`src/rtl/unary_add_pkg.sv`:
```
// Shared types and helpers for the multi-input unary accumulator/emitter.
package unary_add_pkg;

  typedef enum logic [1:0] {
    ST_ACCUM = 2'd0,
    ST_EMIT  = 2'd1,
    ST_DONE  = 2'd2
  } state_e;

  // Bits needed to hold a count of ones across n one-bit streams.
  function automatic int popcnt_w(input int n);
    return $clog2(n + 1);
  endfunction

  function automatic int cnt_max(input int w);
    return (1 << w) - 1;
  endfunction

endpackage

```
`src/rtl/unary_popcount.sv`:
```
// Combinational count of the ones present in the NUM_IN-bit input vector.
module unary_popcount
  import unary_add_pkg::*;
#(
  parameter int NUM_IN = 2
) (
  input  logic [NUM_IN-1:0]              din_i,
  output logic [popcnt_w(NUM_IN)-1:0]    cnt_o
);

  localparam int PCW = popcnt_w(NUM_IN);

  always_comb begin
    cnt_o = '0;
    for (int i = 0; i < NUM_IN; i++) begin
      cnt_o = cnt_o + PCW'(din_i[i]);
    end
  end

endmodule

```
`src/rtl/unary_add_n.sv`:
```
// Multi-input unary accumulator: sums ones in read phase, replays them on dout in write phase.
// Build option: define UNARY_ADD_SAT_EN to saturate the count on overflow instead of wrapping.
module unary_add_n
  import unary_add_pkg::*;
#(
  parameter int NUM_IN = 2,
  parameter int CNT_W  = 4
) (
  input  logic              clk,
  input  logic              rst,
  input  logic              en,
  input  logic              read_or_write,
  input  logic [NUM_IN-1:0] din,
  output logic              dout,
  output logic              C,
  output logic              busy,
  output logic              done,
  output state_e            state_o
);

  localparam int PCW = popcnt_w(NUM_IN);

  state_e           state_q;
  logic [CNT_W-1:0] cnt_q;
  logic [CNT_W-1:0] rem_q;
  logic             rw_q;
  logic             dout_q;
  logic             c_q;
  logic             done_q;

  logic [PCW-1:0]   pop_cnt;
  logic [CNT_W:0]   sum_w;
  logic             ovf;
  logic [CNT_W-1:0] cnt_d;

  unary_popcount #(.NUM_IN(NUM_IN)) u_popcount (
    .din_i (din),
    .cnt_o (pop_cnt)
  );

  // One extra bit on the adder so the carry-out is the overflow indication.
  always_comb begin
    sum_w = {1'b0, cnt_q} + (CNT_W+1)'(pop_cnt);
    ovf   = sum_w[CNT_W];
`ifdef UNARY_ADD_SAT_EN
    cnt_d = ovf ? CNT_W'(cnt_max(CNT_W)) : sum_w[CNT_W-1:0];
`else
    cnt_d = sum_w[CNT_W-1:0];
`endif
  end

  always_ff @(posedge clk) begin
    if (rst) begin
      state_q <= ST_ACCUM;
      cnt_q   <= '0;
      rem_q   <= '0;
      rw_q    <= 1'b0;
      dout_q  <= 1'b0;
      c_q     <= 1'b0;
      done_q  <= 1'b0;
    end else if (!en) begin
      // Frozen: hold everything, but never present a one or a done pulse.
      dout_q <= 1'b0;
      done_q <= 1'b0;
    end else begin
      rw_q   <= read_or_write;
      dout_q <= 1'b0;
      done_q <= 1'b0;
      case (state_q)
        ST_ACCUM: begin
          if (read_or_write && !rw_q) begin
            state_q <= ST_EMIT;
            rem_q   <= cnt_q;
          end else if (!read_or_write) begin
            cnt_q <= cnt_d;
            if (ovf) c_q <= 1'b1;
          end
        end
        ST_EMIT: begin
          if (rem_q != '0) begin
            dout_q <= 1'b1;
            rem_q  <= rem_q - CNT_W'(1);
          end else begin
            done_q  <= 1'b1;
            state_q <= ST_DONE;
          end
        end
        ST_DONE: begin
          cnt_q   <= '0;
          c_q     <= 1'b0;
          state_q <= ST_ACCUM;
        end
        default: state_q <= ST_ACCUM;
      endcase
    end
  end

  assign dout    = dout_q;
  assign C       = c_q;
  assign done    = done_q;
  assign busy    = (state_q != ST_ACCUM);
  assign state_o = state_q;

endmodule

```
`config.mk`:
```
export PLATFORM = sky130hd
export DESIGN_NAME = unary_add_n
export DESIGN_NICKNAME = d
export VERILOG_FILES = /design/src/rtl/unary_add_pkg.sv /design/src/rtl/unary_popcount.sv /design/src/rtl/unary_add_n.sv
export SDC_FILE = /design/constraint.sdc
export NUM_CORES = 1
export LEC_CHECK = 0
export ABC_AREA = 1
export BUFFER_PORTS_ARGS = -buffer_cell sky130_fd_sc_hd__buf_2
export CORE_UTILIZATION = 43
export CTS_BUF_LIST = sky130_fd_sc_hd__clkbuf_16
export DETAILED_ROUTE_END_ITERATION = 8
export SETUP_SLACK_MARGIN = 0.1
export SYNTH_ARGS = -nofsm -noshare
export SYNTH_HDL_FRONTEND = slang
export SYNTH_SLANG_ARGS = --single-unit
```
`constraint.sdc`:
```
create_clock -name clk -period 1.65 [get_ports clk]
set_input_delay 0 -clock clk [delete_from_list [all_inputs] [get_ports clk]]
set_output_delay 0 -clock clk [all_outputs]
set_load 0.1 [all_outputs]
```
==> results of run 1 <==
placed cells by master (no fill, tap or decap):
cell type,instances
nand2_2,4
a21oi_1,9
nand2_1,35
o21ai_2,1
nand4_1,2
fa_1,1
nand3b_1,2
nor2_4,1
nand3_1,10
ha_1,3
dfxtp_1,12
dfxtp_4,2
nor2_1,12
nor4_1,1
o21ai_4,1
inv_2,1
inv_1,14
nor3_1,1
nand2_4,1
buf_2,11
clkbuf_16,3
power breakdown:
group | total (mW) | switching (mW) | internal, mW
registers | 0.383 | 0.0195 | 0.363
logic | 0.293 | 0.210 | 0.0830
clock network | 0.459 | 0.139 | 0.320
total | 1.14 | 0.369 | 0.767
per-layer routing:
metal,wire length (µm),GRT usage [%],part of all wire (%),up-vias
met5,0,0,0,-
met4,29,9.09,1.9,0
met3,31,3.67,2.0,4
met2,710,30.0,45,8
met1,794,24.7,51,312
li1,-,-,-,390
kinds of logic after synthesis:
family / after synthesis / synth area share [%]
adder cells (fa/ha/maj): 4 / 7.40
AO/OA/AOI/OAI: 11 / 9.00
flip-flops: 14 / 36.0
AND/OR/NAND/NOR: 69 / 40.2
buffers and inverters: 15 / 7.39
sequential cells by signal, summed over array words and instances, names as in the netlist:
name,count
state_o,2
dout,1
C,1
cnt_q,4
rem_q,4
rw_q,1
done,1
layout make-up:
cell class / count / area share (%)
multi-input cells: 84 / 46.6
flip-flops and latches: 14 / 30.4
clock buffers: 3 / 7.94
repair buffers: 11 / 5.82
inverters: 14 / 5.56
well taps: 25 / 3.31
clock inverters: 1 / 0.397
metrics by stage:
stage	cell area [µm²]	setup WS, ns	utilization, %	hold slack, ns
after global routing	946	0.170	55.4	0.0434
after detailed placement	867	0.283	50.8	0.273
after floorplan	786	0.104	-	0.201
after CTS	946	0.274	55.4	0.0168
after global placement	867	0.323	50.8	0.266
final	946	0.282	55.4	0.0187
worst max-delay path, stage by stage, from the launching register on:
cell     delay, ns
dfxtp_1       0.32
fa_1          0.40
ha_1          0.23
nand3_1       0.08
nand2_1       0.05
a21oi_1       0.13
nor2_1        0.05
cell usage after synthesis:
cell	count	area share, %
nor2_4	1	1.4
nand2_4	1	1.4
a21oi_1	9	5.8
nor4_1	1	0.80
o21ai_2	1	1.1
clkbuf_2	1	0.64
o21ai_4	1	2.1
nor3_1	1	0.64
inv_2	1	0.48
nand3_1	10	6.4
dfxtp_1	14	36
inv_1	13	6.3
ha_1	3	4.8
nand2_2	4	3.2
nor2_1	12	5.8
fa_1	1	2.6
nand4_1	2	1.6
nand3b_1	2	1.9
nand2_1	35	17
worst paths after layout:
check | cells after the start | to | start | slack, ns
worst max-delay path | 6 | C | cnt_q[0] | 0.28
worst min-delay path | 2 | state_o[0] | rst | 0.02
worst max register to register | 6 | C | cnt_q[0] | 0.28
worst min register to register | 2 | C | C | 0.47
==> results.md, run 1 <==
- Initial antenna violation count: 0
- Mapped Nets: around 120
- Clk buf depth: 2
- N_diodes: 0
- Num CTS Buffers: 3
- Area of the multi-input gates: about 440 µm²
- Critical Path AT: roughly 1.5 ns
- Worst-Margin Slew: ~0.49 ns
- # placed instances: 148
- Largest net degree at the start of global routing: 11
- Max cap viols: 0
- Worst VDD drop: ~0.62 mV
- Drt wl/cell: between 10 and 15 µm
- Clock root buffer: clkbuf_16
- Core area: roughly 0.0017 mm²
- Number of I/O pins: 12
- Avg Synthesized Cell Area: 6.89 µm²
- Critical path launch point type: flop
- Vias per inst: about 4.7
- Post-CTS sizing: 0
- Relative slew slack: 67.8%
- # Post-CTS Setup Buffers: 0
- Post-Syn Instances: 113
- Leakage power: 0.456 nW
- DRT Wirelength: approximately 1600 µm
- Cts hold-fix bufs: 0
- Die height: about 45 µm
- First drt pass iteration count: 4
- Iter 0 DRT Violations: 8
- Vias: 714
- Finished Layout Cells: around 150
- H-tree depth: 1
- Final total power: 1.14 mW
- Worst Clk Skew: 0.00272 ns
- Vias in the first global route: between 600 and 700
- Yosys warnings: 0
- Fin. max-slew vios: 0
- Final setup fails: 0
- Final TNS setup: 0 ns
- Final net count: approximately 140
- Power Density: between 1000 and 1500 mW/mm²
- Seq/Total Area, Yosys: 36.0%
- RSZ-0062 raised after global routing: no
- Area delta synth->final: 21.5%
- Crit path max fanout: 3
- Min Tclk post-route: roughly 1.4 ns
- Unique cell type count in the Yosys netlist: 19
- WS Path Type: reg -> reg
- Worst-Skew Late Latency: 0.24 ns
- Layout cells sized above 1: between 10% and 20%
- Post-route ant nets: 0
- Worst Hold Class: in -> reg
- DRC viols: 0
- Yosys reg bits: 14
- # port buffers: 11
- GR Overflow Total: 0
- Die X: 44.5 µm
- Worst Setup End Kind: flop
- GP Congestion: roughly 0.76
- Register area: between 200 and 300 µm²
- Period utilization: between 80% and 90%
- Total Routing Usage GR: 19.0%
- Die footprint: between 0.0015 and 0.002 mm²
- Status: complete, no violations
- HPWL after DPL: ~1200 µm
- First-pass GRT wire length: between 2000 and 3000 µm
- Number of fillers in the final layout: 180
- Rows: 15
- CTS tree: yes
- CP required: approximately 1.8 ns
- FMAX: 731 MHz
- Initial Util: a little under half
- Clock tree sinks: 14
- Mapped cell area: 778 µm²
- Hold Vio Cnt, Final: 0
- Clock Pin Slew Worst Setup and Hold Paths: around 0.050 ns
No activity file was read; power rests on OpenSTA's default activity.
==> run 2: changes to the inputs <==
- clock period: 1.65 -> 1.4 ns (I/O delays scaled with it)
==> run 2 against run 1 <==
Against the previous run: wire length up 6.8%; critical path depth down 2; hold slack better by 0.0058 ns; sequential share of layout area fell by 1.8 points; cell count increased by 3.3%; setup slack worse by 0.19 ns; cell area up 8.1%; clock skew fell by 0.0014 ns; first-iteration DRC count stayed put; sequential power is 18% higher; core utilization rose by 4.5 points; combinational power grew 30%; largest cell class unchanged.
==> results.md, run 2 (same netlist as run 1, synthesis figures left out) <==
- Status: complete, no violations
- Largest net degree at the start of global routing: 11
- Setup slack, reg-to-reg: 0.09 ns
- Worst VDD drop: 0.825 mV
- Switching share of power: 32.7%
- Worst-Margin Slew: just under 0.5 ns
- Gr busiest metal: met2
- Commonest non-fill, non-tap cell in the layout: nand2_1
- First drt pass iteration count: 4
- RSZ-0062 raised after global routing: yes
- Final net count: between 100 and 150
- WS Path Type: reg -> reg
- CP required: around 1.6 ns
- Vias: approximately 740
- Relative slew slack: 67.8%
- Post-route ant nets: 0
- DRC viols: 0
- Setup ws final: just over 0.09 ns
- H-tree depth: 1
- Critical path launch point type: flop
- Worst Hold Class: in -> reg
- N_diodes: 0
- Leading cell types in the layout, fill and taps excluded: 35 x nand2_1, 13 x inv_1, 12 x nor2_1
- Vias in the first global route: 628
- Die footprint: 0.00198 mm²
- Crit path max-delay family: adder cells
- Max cap viols: 0
- Combinational share of power: between 20% and 30%
- CP peak stage delay: 0.39 ns
- Cts hold-fix bufs: 0
- Initial Util: approximately 46%
- Drt wl/cell: between 10 and 15 µm
- Final TNS setup: 0 ns
- # port buffers: 11
- Final setup fails: 0
- Fin. max-slew vios: 0
- Number of I/O pins: 12
- Clock root buffer: clkbuf_16
- Met3 usage in global routing: around 3.7%
- Final total power: about 1.4 mW
- Critical Path Slowest Stage Cell: fa_2
- Iter 0 DRT Violations: 8
- CTS tree: yes
- Core area: approximately 0.0017 mm²
- Layout Utilization: 59.9%
- HPWL after DPL: 1240 µm
- Sw Pwr: about 0.45 mW
- DRT Wirelength: 1670 µm
- Flop pwr share: between 30% and 40%
- Worst Setup End Kind: flop
- Setup WS pre-CTS: approximately 0.037 ns
- Critical Path AT: between 1 and 1.5 ns
- Area delta synth->final: 31.4%
- Die height: about 45 µm
- Num CTS Buffers: 3
- Crit path max fanout: 3
- Met2 global-route usage: ~28%
- Min Tclk post-route: approximately 1.3 ns
- Int Power: 0.928 mW
- Vias per inst: 4.68
- First-pass GRT wire length: approximately 2700 µm
- FMAX: around 760 MHz
- Worst Clk Skew: between 0.001 and 0.0015 ns
- Clock Pin Slew Worst Setup and Hold Paths: ~0.050 ns
- GP Congestion: slightly above 0.8
- Clock tree sinks: 14
- Clock share of power: 39.5%
- Initial antenna violation count: 0
- Die X: between 40 and 50 µm
- Leakage power: 0.479 nW
- Worst-Skew Late Latency: 0.24 ns
- Power Density: ~1300 mW/mm²
- Rows: 15
- Hold Vio Cnt, Final: 0
- Total Routing Usage GR: a little under a fifth
- Clk buf depth: 2
- Crit path buf inv count: 0
- Met1 usage: between 20% and 30%
- Number of fillers in the final layout: approximately 180
- Layout cells sized above 1: between 20% and 30%
- Period utilization: roughly 93%
- Worst-path cell chain: fa_2 -> ha_4 -> nand4_1 -> a21oi_1
- GR Overflow Total: 0
[run 2: final cells by class]
type	instances	area [µm²]	share of cell area (%)
Tap cell	25	31.3	3.06
Clock inverter	1	3.75	0.367
Clock buffer	3	75.1	7.34
Inverter	14	52.6	5.14
Multi-Input combinational cell	84	474	46.4
Sequential cell	14	293	28.6
Timing Repair Buffer	16	92.6	9.06
[run 2: path summary, 6_finish.rpt]
kind                               start    endpoint  cells past startpoint
worst min register to register         C           C                      2
worst min-delay path                 rst  state_o[0]                      2
worst max-delay path            cnt_q[0]    cnt_q[1]                      4
worst max register to register  cnt_q[0]    cnt_q[1]                      4
[run 2: what timing repair did]
| action | CTS | global route |
|---|---|---|
| resized for setup | 2 | 6 |
| endpoints found under the hold margin | 0 | 0 |
| endpoints found under the setup margin | 2 | 6 |
| pin swaps | 1 | 5 |
| setup buffers | 0 | 4 |
[run 2: stage by stage]
stage          cells  hold WS [ns]  cell area [µm²]
6_report         157        0.0245             1020
2_1_floorplan    113         0.201              795
3_3_place_gp     149         0.264              883
4_1_cts          153        0.0126              967
3_5_place_dp     149         0.275              883
5_1_grt          157        0.0621             1020
[run 2: power by group through the flow]
stage          Sequential, mW  Clock, mW  Combinational [mW]
6_report                0.452      0.545               0.382
5_1_grt                 0.457      0.572               0.422
4_1_cts                 0.452      0.551               0.360
3_5_place_dp            0.459          0               0.358
3_3_place_gp            0.458          0               0.357
2_1_floorplan           0.513          0               0.235
[run 2: metal layers]
metal | part of all wire, % | wire [µm]
met5 | 0 | 0
met1 | 49 | 825
met3 | 2.4 | 40
met2 | 47 | 786
met4 | 1.2 | 20
==> run 3: changes to the inputs <==
- CORE_ASPECT_RATIO: not set -> 1.1
- SETUP_SLACK_MARGIN: 0.1 -> not set
==> run 3 against run 2 <==
Against the previous run: power is 3.3% lower; clock skew grew 0.0028 ns; die area barely moved; core utilization fell by 1.1 points; cell count decreased by 7.6%; sequential cell count stayed put; wire length fell by 10%; global-route usage decreased by 1.8 points; largest cell class unchanged.
==> results.md, run 3 (same netlist as run 1, synthesis figures left out) <==
- Final net count: 139
- Area delta synth->final: 23.3%
- DRT Wirelength: 1500 µm
- Fin. max-slew vios: 0
- Crit path max fanout: 3
- Worst Setup End Kind: flop
- WS Path Type: reg -> reg
- Relative slew slack: between 60% and 70%
- Worst-Skew Late Latency: approximately 0.24 ns
- Die height: roughly 47 µm
- CTS tree: yes
- GR Overflow Total: 0
- Worst VDD drop: slightly below 0.8 mV
- DRC viols: 0
- Iter 0 DRT Violations: 3
- Die X: approximately 43 µm
- CP required: 1.53 ns
- Max cap viols: 0
- Clock root buffer: clkbuf_16
- Leakage power: 0.462 nW
- # placed instances: between 100 and 150
- Commonest non-fill, non-tap cell in the layout: nand2_1
- Final total power: 1.33 mW
- First-pass GRT wire length: 2420 µm
- Vias in the first global route: about 620
- Area of the multi-input gates: roughly 460 µm²
- # Post-CTS Setup Buffers: 0
- Largest net degree at the start of global routing: 11
- Worst Hold Class: in -> reg
- H-tree depth: 1
- Post-route ant nets: 0
- N_diodes: 0
- Number of I/O pins: 12
- Clock tree sinks: 14
- Vias: around 710
- Number of fillers in the final layout: 172
- Rows: 15
- Status: complete, no violations
- Critical Path AT: 1.44 ns
- Power Density: 1390 mW/mm²
- Period utilization: 93.6%
- # port buffers: 11
- Total Routing Usage GR: 16.7%
- Final TNS setup: 0 ns
- Clock Pin Slew Worst Setup and Hold Paths: approximately 0.050 ns
- Min Tclk post-route: ~1.3 ns
- Layout Utilization: just under 60%
- Hold slack: approximately 0.026 ns
- Drt wl/cell: about 10 µm
- Initial antenna violation count: 0
- Clk buf depth: 2
- Initial Util: between 40% and 50%
- Vias per inst: just under 5
- HPWL after DPL: ~1200 µm
- Hold Vio Cnt, Final: 0
- Critical path launch point type: flop
- Worst Clk Skew: 0.00406 ns
- Die footprint: a little under 0.002 mm²
- Finished Layout Cells: ~150
- Layout cells sized above 1: 21.1%
- Register area: about 290 µm²
- GP Congestion: between 0.7 and 0.8
- Worst-Margin Slew: between 0.4 and 0.5 ns
- FMAX: ~760 MHz
- RSZ-0062 raised after global routing: no
- Leading cell types in the layout, fill and taps excluded: 35 x nand2_1, 14 x inv_1, 12 x dfxtp_1, 12 x nor2_1, 11 x buf_2
- Core area: between 0.0015 and 0.002 mm²
- Final setup fails: 0
- Num CTS Buffers: 3
- First drt pass iteration count: 4
[run 3: path summary, 6_finish.rpt]
kind | start | end | slack (ns) | depth (start not counted)
setup reg to reg | cnt_q[0] | C | 0.09 | 6
setup / recovery | cnt_q[0] | C | 0.09 | 6
hold / removal | rst | state_o[1] | 0.03 | 2
hold reg to reg | C | C | 0.47 | 2
[run 3: what timing repair did]
item,CTS,global route
setup endpoints to repair,0,3
hold buffers,0,0
resized for setup,0,2
endpoints found under the hold margin,0,0
[run 3: worst max-delay path, cell delays in order (launching register included)]
cell and delay [ns]:
dfxtp_1 0.33, fa_2 0.35, ha_1 0.21, nand3_1 0.08
nand2_1 0.05, a21oi_1 0.13, nor2_1 0.05
[run 3: cell type report]
| type | count | area share, % |
|---|---|---|
| well taps | 17 | 2.22 |
| repair buffers | 12 | 6.52 |
| clock buffers | 3 | 7.82 |
| flip-flops and latches | 14 | 30.0 |
| multi-input cells | 84 | 47.6 |
| clock inverters | 1 | 0.391 |
| inverters | 14 | 5.48 |
[run 3: routing by layer]
metal	global-route usage, %	share of wire (%)	vias up
li1	-	-	390
met3	3.53	1.5	2
met4	9.38	0.80	0
met1	19.7	49	315
met5	0	0	-
met2	28.6	49	7
[run 3: power breakdown]
part / internal [mW] / total, mW / switching [mW] / leakage (nW)
Clock: 0.376 / 0.525 / 0.149 / 0.0423
Sequential: 0.429 / 0.452 / 0.0230 / 0.116
Combinational: 0.108 / 0.358 / 0.250 / 0.304
Total: 0.912 / 1.33 / 0.422 / 0.462
[run 3: through the flow]
step | worst slack [ns] | area, µm²
after floorplan | -0.0851 | 795
after global placement | 0.0663 | 873
after detailed placement | 0.0314 | 873
after CTS | 0.0220 | 952
after global routing | 0.000945 | 960
final | 0.0894 | 960
